[src/rtl/hazard_stall_unit.sv]
// ID-stage hazard detector and pipeline-freeze controller.
// Finds dependences that forwarding cannot cover: load-use, a branch compared in ID,
// and HI/LO use while mul/div is busy. For these it stalls IF/ID and inserts an
// ID/EX bubble. It freezes every stage while data memory is not ready, and it keeps
// a saturating count of stalled or frozen cycles.
//
// Enable semantics: an enable at 1 means the stage register captures at the next clk
// edge. Freeze outranks Stall so that a frozen pipeline never loses a bubble.
module hazard_stall_unit #(
    parameter int MULDIV_LAT = 4,
    parameter int CNT_W      = 16
) (
    input  logic             clk,
    input  logic             rst,
    input  logic [4:0]       IfIdRegRs,
    input  logic [4:0]       IfIdRegRt,
    input  logic             IfIdUsesRt,
    input  logic             IfIdUsesHiLo,
    input  logic             Branch,
    input  logic             BranchTaken,
    input  logic             IdExMemRead,
    input  logic             IdExRegWrite,
    input  logic [4:0]       IdExRegDst,
    input  logic             IdExMulDiv,
    input  logic             ExMemMemRead,
    input  logic             ExMemMemWrite,
    input  logic [4:0]       ExMemRegRd,
    input  logic             DMemReady,
    output logic             PCWrite,
    output logic             IfIdWrite,
    output logic             IfIdFlush,
    output logic             IdExBubble,
    output logic             PipeWrite,
    output logic             MulDivBusy,
    output logic [CNT_W-1:0] StallCount
);

    // A latency of 0 still needs a 1-bit counter to stay a legal vector.
    localparam int MD_W = (MULDIV_LAT > 0) ? $clog2(MULDIV_LAT + 1) : 1;
    localparam logic [MD_W-1:0]  MD_LOAD = MD_W'(MULDIV_LAT);
    localparam logic [MD_W-1:0]  MD_ONE  = MD_W'(1);
    localparam logic [CNT_W-1:0] CNT_MAX = '1;

    typedef enum logic {
        IDLE = 1'b0,
        BUSY = 1'b1
    } mdState_t;

    mdState_t        mdState;
    mdState_t        mdStateNext;
    logic [MD_W-1:0] mdCnt;
    logic [MD_W-1:0] mdCntNext;

    logic matchExRs;
    logic matchExRt;
    logic matchMemRs;
    logic matchMemRt;
    logic srcRt;
    logic loadUse;
    logic brEx;
    logic brMem;
    logic hiLo;
    logic stall;
    logic freeze;

    // Register 0 is hardwired to zero, so it never forms a dependence.
    assign matchExRs  = (IdExRegDst != 5'd0) && (IdExRegDst == IfIdRegRs);
    assign matchExRt  = (IdExRegDst != 5'd0) && (IdExRegDst == IfIdRegRt);
    assign matchMemRs = (ExMemRegRd != 5'd0) && (ExMemRegRd == IfIdRegRs);
    assign matchMemRt = (ExMemRegRd != 5'd0) && (ExMemRegRd == IfIdRegRt);

    // A branch always reads rt, whether or not the decoder flags it.
    assign srcRt = IfIdUsesRt || Branch;

    // The ID compare needs its operands one stage earlier than the ALU does.
    // An ALU result in EX costs one cycle. A load costs two: EX, then MEM.
    assign loadUse = IdExMemRead && (matchExRs || (srcRt && matchExRt));
    assign brEx    = Branch && (IdExRegWrite || IdExMemRead) && (matchExRs || matchExRt);
    assign brMem   = Branch && ExMemMemRead && (matchMemRs || matchMemRt);
    assign hiLo    = IfIdUsesHiLo && MulDivBusy;
    assign stall   = loadUse || brEx || brMem || hiLo;
    assign freeze  = (ExMemMemRead || ExMemMemWrite) && !DMemReady;

    assign MulDivBusy = (mdState == BUSY);

    // Pipeline enables: reset, then freeze, then stall, then normal issue.
    always_comb begin
        PCWrite    = 1'b1;
        IfIdWrite  = 1'b1;
        PipeWrite  = 1'b1;
        IdExBubble = 1'b0;
        IfIdFlush  = 1'b0;
        if (rst) begin
            PCWrite    = 1'b0;
            IfIdWrite  = 1'b0;
            PipeWrite  = 1'b0;
            IdExBubble = 1'b1;
        end else if (freeze) begin
            PCWrite    = 1'b0;
            IfIdWrite  = 1'b0;
            PipeWrite  = 1'b0;
        end else if (stall) begin
            PCWrite    = 1'b0;
            IfIdWrite  = 1'b0;
            IdExBubble = 1'b1;
        end else begin
            IfIdFlush  = Branch && BranchTaken;
        end
    end

    // Mul/div busy tracker: next state and next count.
    always_comb begin
        mdStateNext = mdState;
        mdCntNext   = mdCnt;
        case (mdState)
            IDLE: begin
                // A mul/div held in EX by a freeze has not left EX yet.
                if (IdExMulDiv && !freeze && (MULDIV_LAT != 0)) begin
                    mdStateNext = BUSY;
                    mdCntNext   = MD_LOAD;
                end
            end
            BUSY: begin
                // Counts down through freezes, because the unit runs on its own.
                // A mul/div that reaches EX in this state is ignored.
                mdCntNext = mdCnt - MD_ONE;
                if (mdCnt <= MD_ONE) begin
                    mdStateNext = IDLE;
                end
            end
            default: begin
                mdStateNext = IDLE;
                mdCntNext   = '0;
            end
        endcase
    end

    // Mul/div state register. An asynchronous reset aborts any busy period.
    always_ff @(posedge clk or posedge rst) begin
        if (rst) begin
            mdState <= IDLE;
            mdCnt   <= '0;
        end else begin
            mdState <= mdStateNext;
            mdCnt   <= mdCntNext;
        end
    end

    // Saturating count of cycles spent stalled or frozen.
    always_ff @(posedge clk or posedge rst) begin
        if (rst) begin
            StallCount <= '0;
        end else if ((stall || freeze) && (StallCount != CNT_MAX)) begin
            StallCount <= StallCount + 1'b1;
        end
    end

endmodule

[config.mk]
export PLATFORM = sky130hd
export DESIGN_NAME = hazard_stall_unit
export DESIGN_NICKNAME = d
export VERILOG_FILES = /design/src/rtl/hazard_stall_unit.sv
export SDC_FILE = /design/constraint.sdc
export NUM_CORES = 1
export LEC_CHECK = 0
export ABC_AREA = 1
export CAP_MARGIN = 15
export CORE_ASPECT_RATIO = 1.1
export CORE_MARGIN = 3
export CORE_UTILIZATION = 47
export DETAILED_ROUTE_END_ITERATION = 7
export DONT_BUFFER_PORTS = 1
export PLACE_DENSITY = 0.7
export SLEW_MARGIN = 5
export SYNTH_ARGS = -nofsm -noshare
export SYNTH_HDL_FRONTEND = slang
export SYNTH_SLANG_ARGS = --single-unit
[constraint.sdc]
create_clock -name clk -period 2 [get_ports clk]
set_clock_uncertainty 0.05 [all_clocks]
set_input_delay 0.4 -clock clk [delete_from_list [all_inputs] [get_ports clk]]
set_output_delay 0.4 -clock clk [all_outputs]
set_load 0.05 [all_outputs]
### After elaboration in Yosys (flattened, before gate mapping)

Cells that the tools add are included.

* register bits after elaboration: 20
* output and inout bits: 22

* magnitude comparators: 1
* reductions and logical operators: 29
* equality and inequality tests: 6
* bitwise gates (word level): 1
* mux-type cells: 16
* $add $sub $neg: 2

Operators by type and width (number)
* == test 5 bit: 4
* adder 16 x 1 -> 16 bit (second input constant): 1
* != test 16 bit (second input constant): 1
* logical AND 1 bit: 15
* 2-to-1 mux 1 bit: 13
* logical OR 1 bit: 10
* nonzero test 5 bit: 2
* case mux 3 bit (2 select lines): 1
* <= comparator 3 x 1 -> 1 bit (second input constant): 1
* 2-to-1 mux 3 bit: 1
* subtractor 3 x 1 -> 3 bit (second input constant): 1
* logical NOT 1 bit: 2
* != test 2 bit (second input constant): 1
* case mux 1 bit (2 select lines): 1
* NOT 1 bit: 1

### Longest topological paths before layout

* word-level depth: 11
* depth in mapped cells: 12

### Least setup slack after synthesis

OpenSTA, ideal clock, no wires.

* path type: input-to-output
* from: input port ExMemMemRead
* to: output port IfIdFlush
* data required time: 1550 ps
* stages on the path: 5
* slack: -555 ps
* arrival: 2105 ps
* path through: nor2_1 nor2_1 nor2_1 nand4_1 nor2_1

* word-level cells in the longest chain between the ends: 7

RTL lines
* start: declaration: line 25 `input logic ExMemMemRead,`
* logical AND 1 bit (2 in series): line 79 `assign brMem = Branch && ExMemMemRead && (matchMemRs || matchMemRt);`
* logical OR 1 bit (2 in series): line 81 `assign stall = loadUse || brEx || brMem || hiLo;`
* 2-to-1 mux 1 bit: line 102 `end else if (stall) begin`
* 2-to-1 mux 1 bit (*): line 98 `end else if (freeze) begin`
* 2-to-1 mux 1 bit (*): line 93 `if (rst) begin`
* end: declaration: line 31 `output logic IfIdFlush,`

Mark *: on every way between the ends. The rest lies on a longest branch, timed or not.

### Worst setup path in the final report

* from: input port ExMemRegRd[2]
* to: output port IfIdFlush

* word-level cells in the longest chain between the ends: 9

RTL lines
* start: declaration: line 27 `input logic [4:0] ExMemRegRd,`
* == test 5 bit (tied with other cells): line 69 `assign matchMemRs = (ExMemRegRd != 5'd0) && (ExMemRegRd == IfIdRegRs);`
* logical AND 1 bit, on equally long branches: line 69, 70
* logical OR 1 bit (*): line 79
* logical AND 1 bit (*): line 79
* logical OR 1 bit (*) (2 in series): line 81
* 2-to-1 mux 1 bit (*): line 102
* 2-to-1 mux 1 bit (*): line 98
* 2-to-1 mux 1 bit (*): line 93

Marks and branches as above.

==> metrics.md <==
| Metric | Value |
|---|---|
| Outcome | complete, no violations |
| Period minus WS final | 1843 ps |
| Total grt overflow | 0 |
| CTS root buffer | clkbuf_4 |
| Worst-margin pin slew | 402.0 ps |
| Place WS | 126.8 ps |
| Vias | 1,586 |
| Mapped Area | 1658 sq um |
| RSZ-0062 raised after global routing | no |
| CP max FO | 3 |
| TritonCTS clock tree | yes |
| Maximum clock path buffer count | 2 |
| Net Count, Synth | 287 |
| Mapped Cells | 252 |
| Async S/R FF share, synth | 1.000 |
| Worst Path Required | 1550 ps |
| Port Buffers | 0 |
| CTS sink cnt | 20 |
| Final hold violations | 0 |
| Crit path DAT | 1390 ps |
| Vias in the first global route | 1,458 |
| Hold/Removal Path Class | in2reg |
| Initial Utilization | 0.4937 |
| Routed wire length | 3759 um |
| Dpl hpwl | 3004 um |
| Post-CTS Setup Inserts | 0 |
| Top cells by count, synth | nand2_1 (87), inv_1 (40), nand3_1 (30) |
| Fraction of layout instances using a drive strength above 1 | 0.1655 |
| Post-route ant nets | 0 |
| Largest net degree at the start of global routing | 21 |
| Ys flop type | dfrtp_1 |
| PnR worst setup slack | 157.1 ps |
| Synth Warn # | 0 |
| CTS HTree Levels | 1 |
| Clock-pin slew of the registers on the worst-case setup and hold paths | 110 ps |
| Die height | 68.29 um |
| Core Region | 3358 sq um |
| Gpl congestion | 0.8150 |
| Setup TNS | 0 ps |
| Fmax | 0.5426 GHz |
| Post-route cell area | 1986 sq um |
| Cell taking the most area after synthesis | dfrtp_1 |
| # setup viols final | 0 |
| Seq cells post-synth | 20 |
| Relative slew slack | 0.7297 |
| VDD IR max | 844.3 uV |
| Fill cells | 332 |
| Sequential cell area | 503.0 sq um |
| Initial antenna violation count | 0 |
| Post-synthesis cell type count | 30 |
| Synth area leaders | dfrtp_1 (30%), nand2_1 (20%), inv_1 (9.1%) |
| Hold Slack | 323.4 ps |
| Post-DP Area | 1929 sq um |
| Initial DRC count | 53 |
| Routed vias/inst | 4.865 |
| Die W | 62.63 um |
| First drt pass iteration count | 4 |
| Area of the multi-input gates | 989.7 sq um |
| Row cnt | 22 |
| P&R area growth vs syn | 19.77% |
| Period utilisation layout | 0.9215 |
| Drt wl/cell | 11.53 um |
| N_diodes | 0 |
| CP Class | in2out |
| # DRC | 0 |
| Worst-skew pair later-pin latency | 300 ps |
| Most frequent cell after synthesis | nand2_1 |
| Post-synthesis sequential area ratio | 0.3019 |
| Crit. End Element | primary output |
| TritonCTS Buffers | 3 |
| PD cells | 863.2 nW/um^2 |
| First-pass GRT wire length | 6223 um |
| Post-synth EDFFs | 0 |
| Mean Syn Cell Area | 6.579 sq um |
| CP startpoint kind | input port |
| Final Net Count | 314 |
| Tot GR Track Use | 0.1831 |
| Top cell type's share of synthesized area | 0.3019 |
| Maxcap violations | 0 |
| Max Transition Viols Final | 0 |
| Die ar. | 4277 sq um |
| P_leak | 1.098 nW |
| Boundary pin count | 54 |
where the power goes:
| group | internal [W] | switching (W) | total [W] |
|---|---|---|---|
| clock network | 0.000111 | 0.000124 | 0.000235 |
| logic | 0.000297 | 0.000603 | 0.000901 |
| registers | 0.000507 | 0.0000717 | 0.000578 |
| total | 0.000915 | 0.000799 | 0.00171 |
critical path: stages:
cell	delay, ps
nor3_2	180
nand3_1	100
nand3_1	80
inv_1	40
nand2_1	100
nand4_1	160
nor2_2	190
buf_12	150
state kept, by name (all words and copies together), names as in the netlist:
signal / count
StallCount: 16
mdCnt: 3
MulDivBusy: 1
path summary, 6_finish.rpt:
check                      slack [ps]     startpoint            end  cells past startpoint
setup / recovery                  160  ExMemRegRd[2]      IfIdFlush                      8
hold / removal                    320     IdExMulDiv       mdCnt[0]                      3
setup reg to reg                  240  StallCount[0]  StallCount[2]                      8
hold reg to reg                   480       mdCnt[1]       mdCnt[1]                      2
max in group asynchronous        1140            rst  StallCount[0]                      3
min in group asynchronous         540            rst     MulDivBusy                      3
metrics by stage:
stage | total power [W] | instances | util
2_1_floorplan | 0.001258 | 252 | -
3_5_place_dp | 0.001491 | 321 | 0.5745
4_1_cts | 0.001733 | 326 | 0.5883
6_report | 0.001714 | 326 | 0.5913
5_1_grt | 0.001848 | 326 | 0.5913
3_3_place_gp | 0.001474 | 321 | 0.5745
metal layers:
layer  part of all wire  track usage
met2               0.50       0.3409
met1               0.42       0.2065
met3              0.067      0.04433
met4              0.013      0.06612
met5                  0            0
kinds of logic after synthesis:
group | synth area share
buffers and inverters | 0.1132
DFF | 0.3019
AOI/OAI and AO/OA | 0.02566
and+or+nand+nor | 0.4204
adders and majority gates | 0.02264
xor gates and xnor gates | 0.1162
layout make-up:
type | count | share of cell area
flip-flops and latches | 20 | 0.2533
clock buffers | 4 | 0.01827
well taps | 48 | 0.03025
inverters | 41 | 0.07751
multi-input cells | 186 | 0.4984
repair buffers | 27 | 0.1222
placed cells by master, fill, tap and decap left out, types with 2 or more instances in the layout:
cell | netlist | routed
buf_4 | 1 | 23
xnor2_1 | 6 | 6
clkbuf_4 | 0 | 3
nand3_1 | 30 | 30
dfrtp_2 | 0 | 2
dfrtp_1 | 20 | 18
nand4_1 | 2 | 2
nor3_1 | 8 | 6
inv_1 | 40 | 39
o21ai_0 | 2 | 2
nand2_1 | 87 | 87
buf_12 | 0 | 3
xor2_1 | 16 | 16
ha_1 | 3 | 3
inv_2 | 1 | 2
nor2_1 | 17 | 15
nor2_4 | 1 | 2
nor3_2 | 1 | 3
what timing repair did:
item	CTS	global route
hold buffers	1	0
endpoints found under the hold margin	20	0
endpoints found under the setup margin	0	1
resized for setup	0	2
Power figures use the tool's default switching activity.
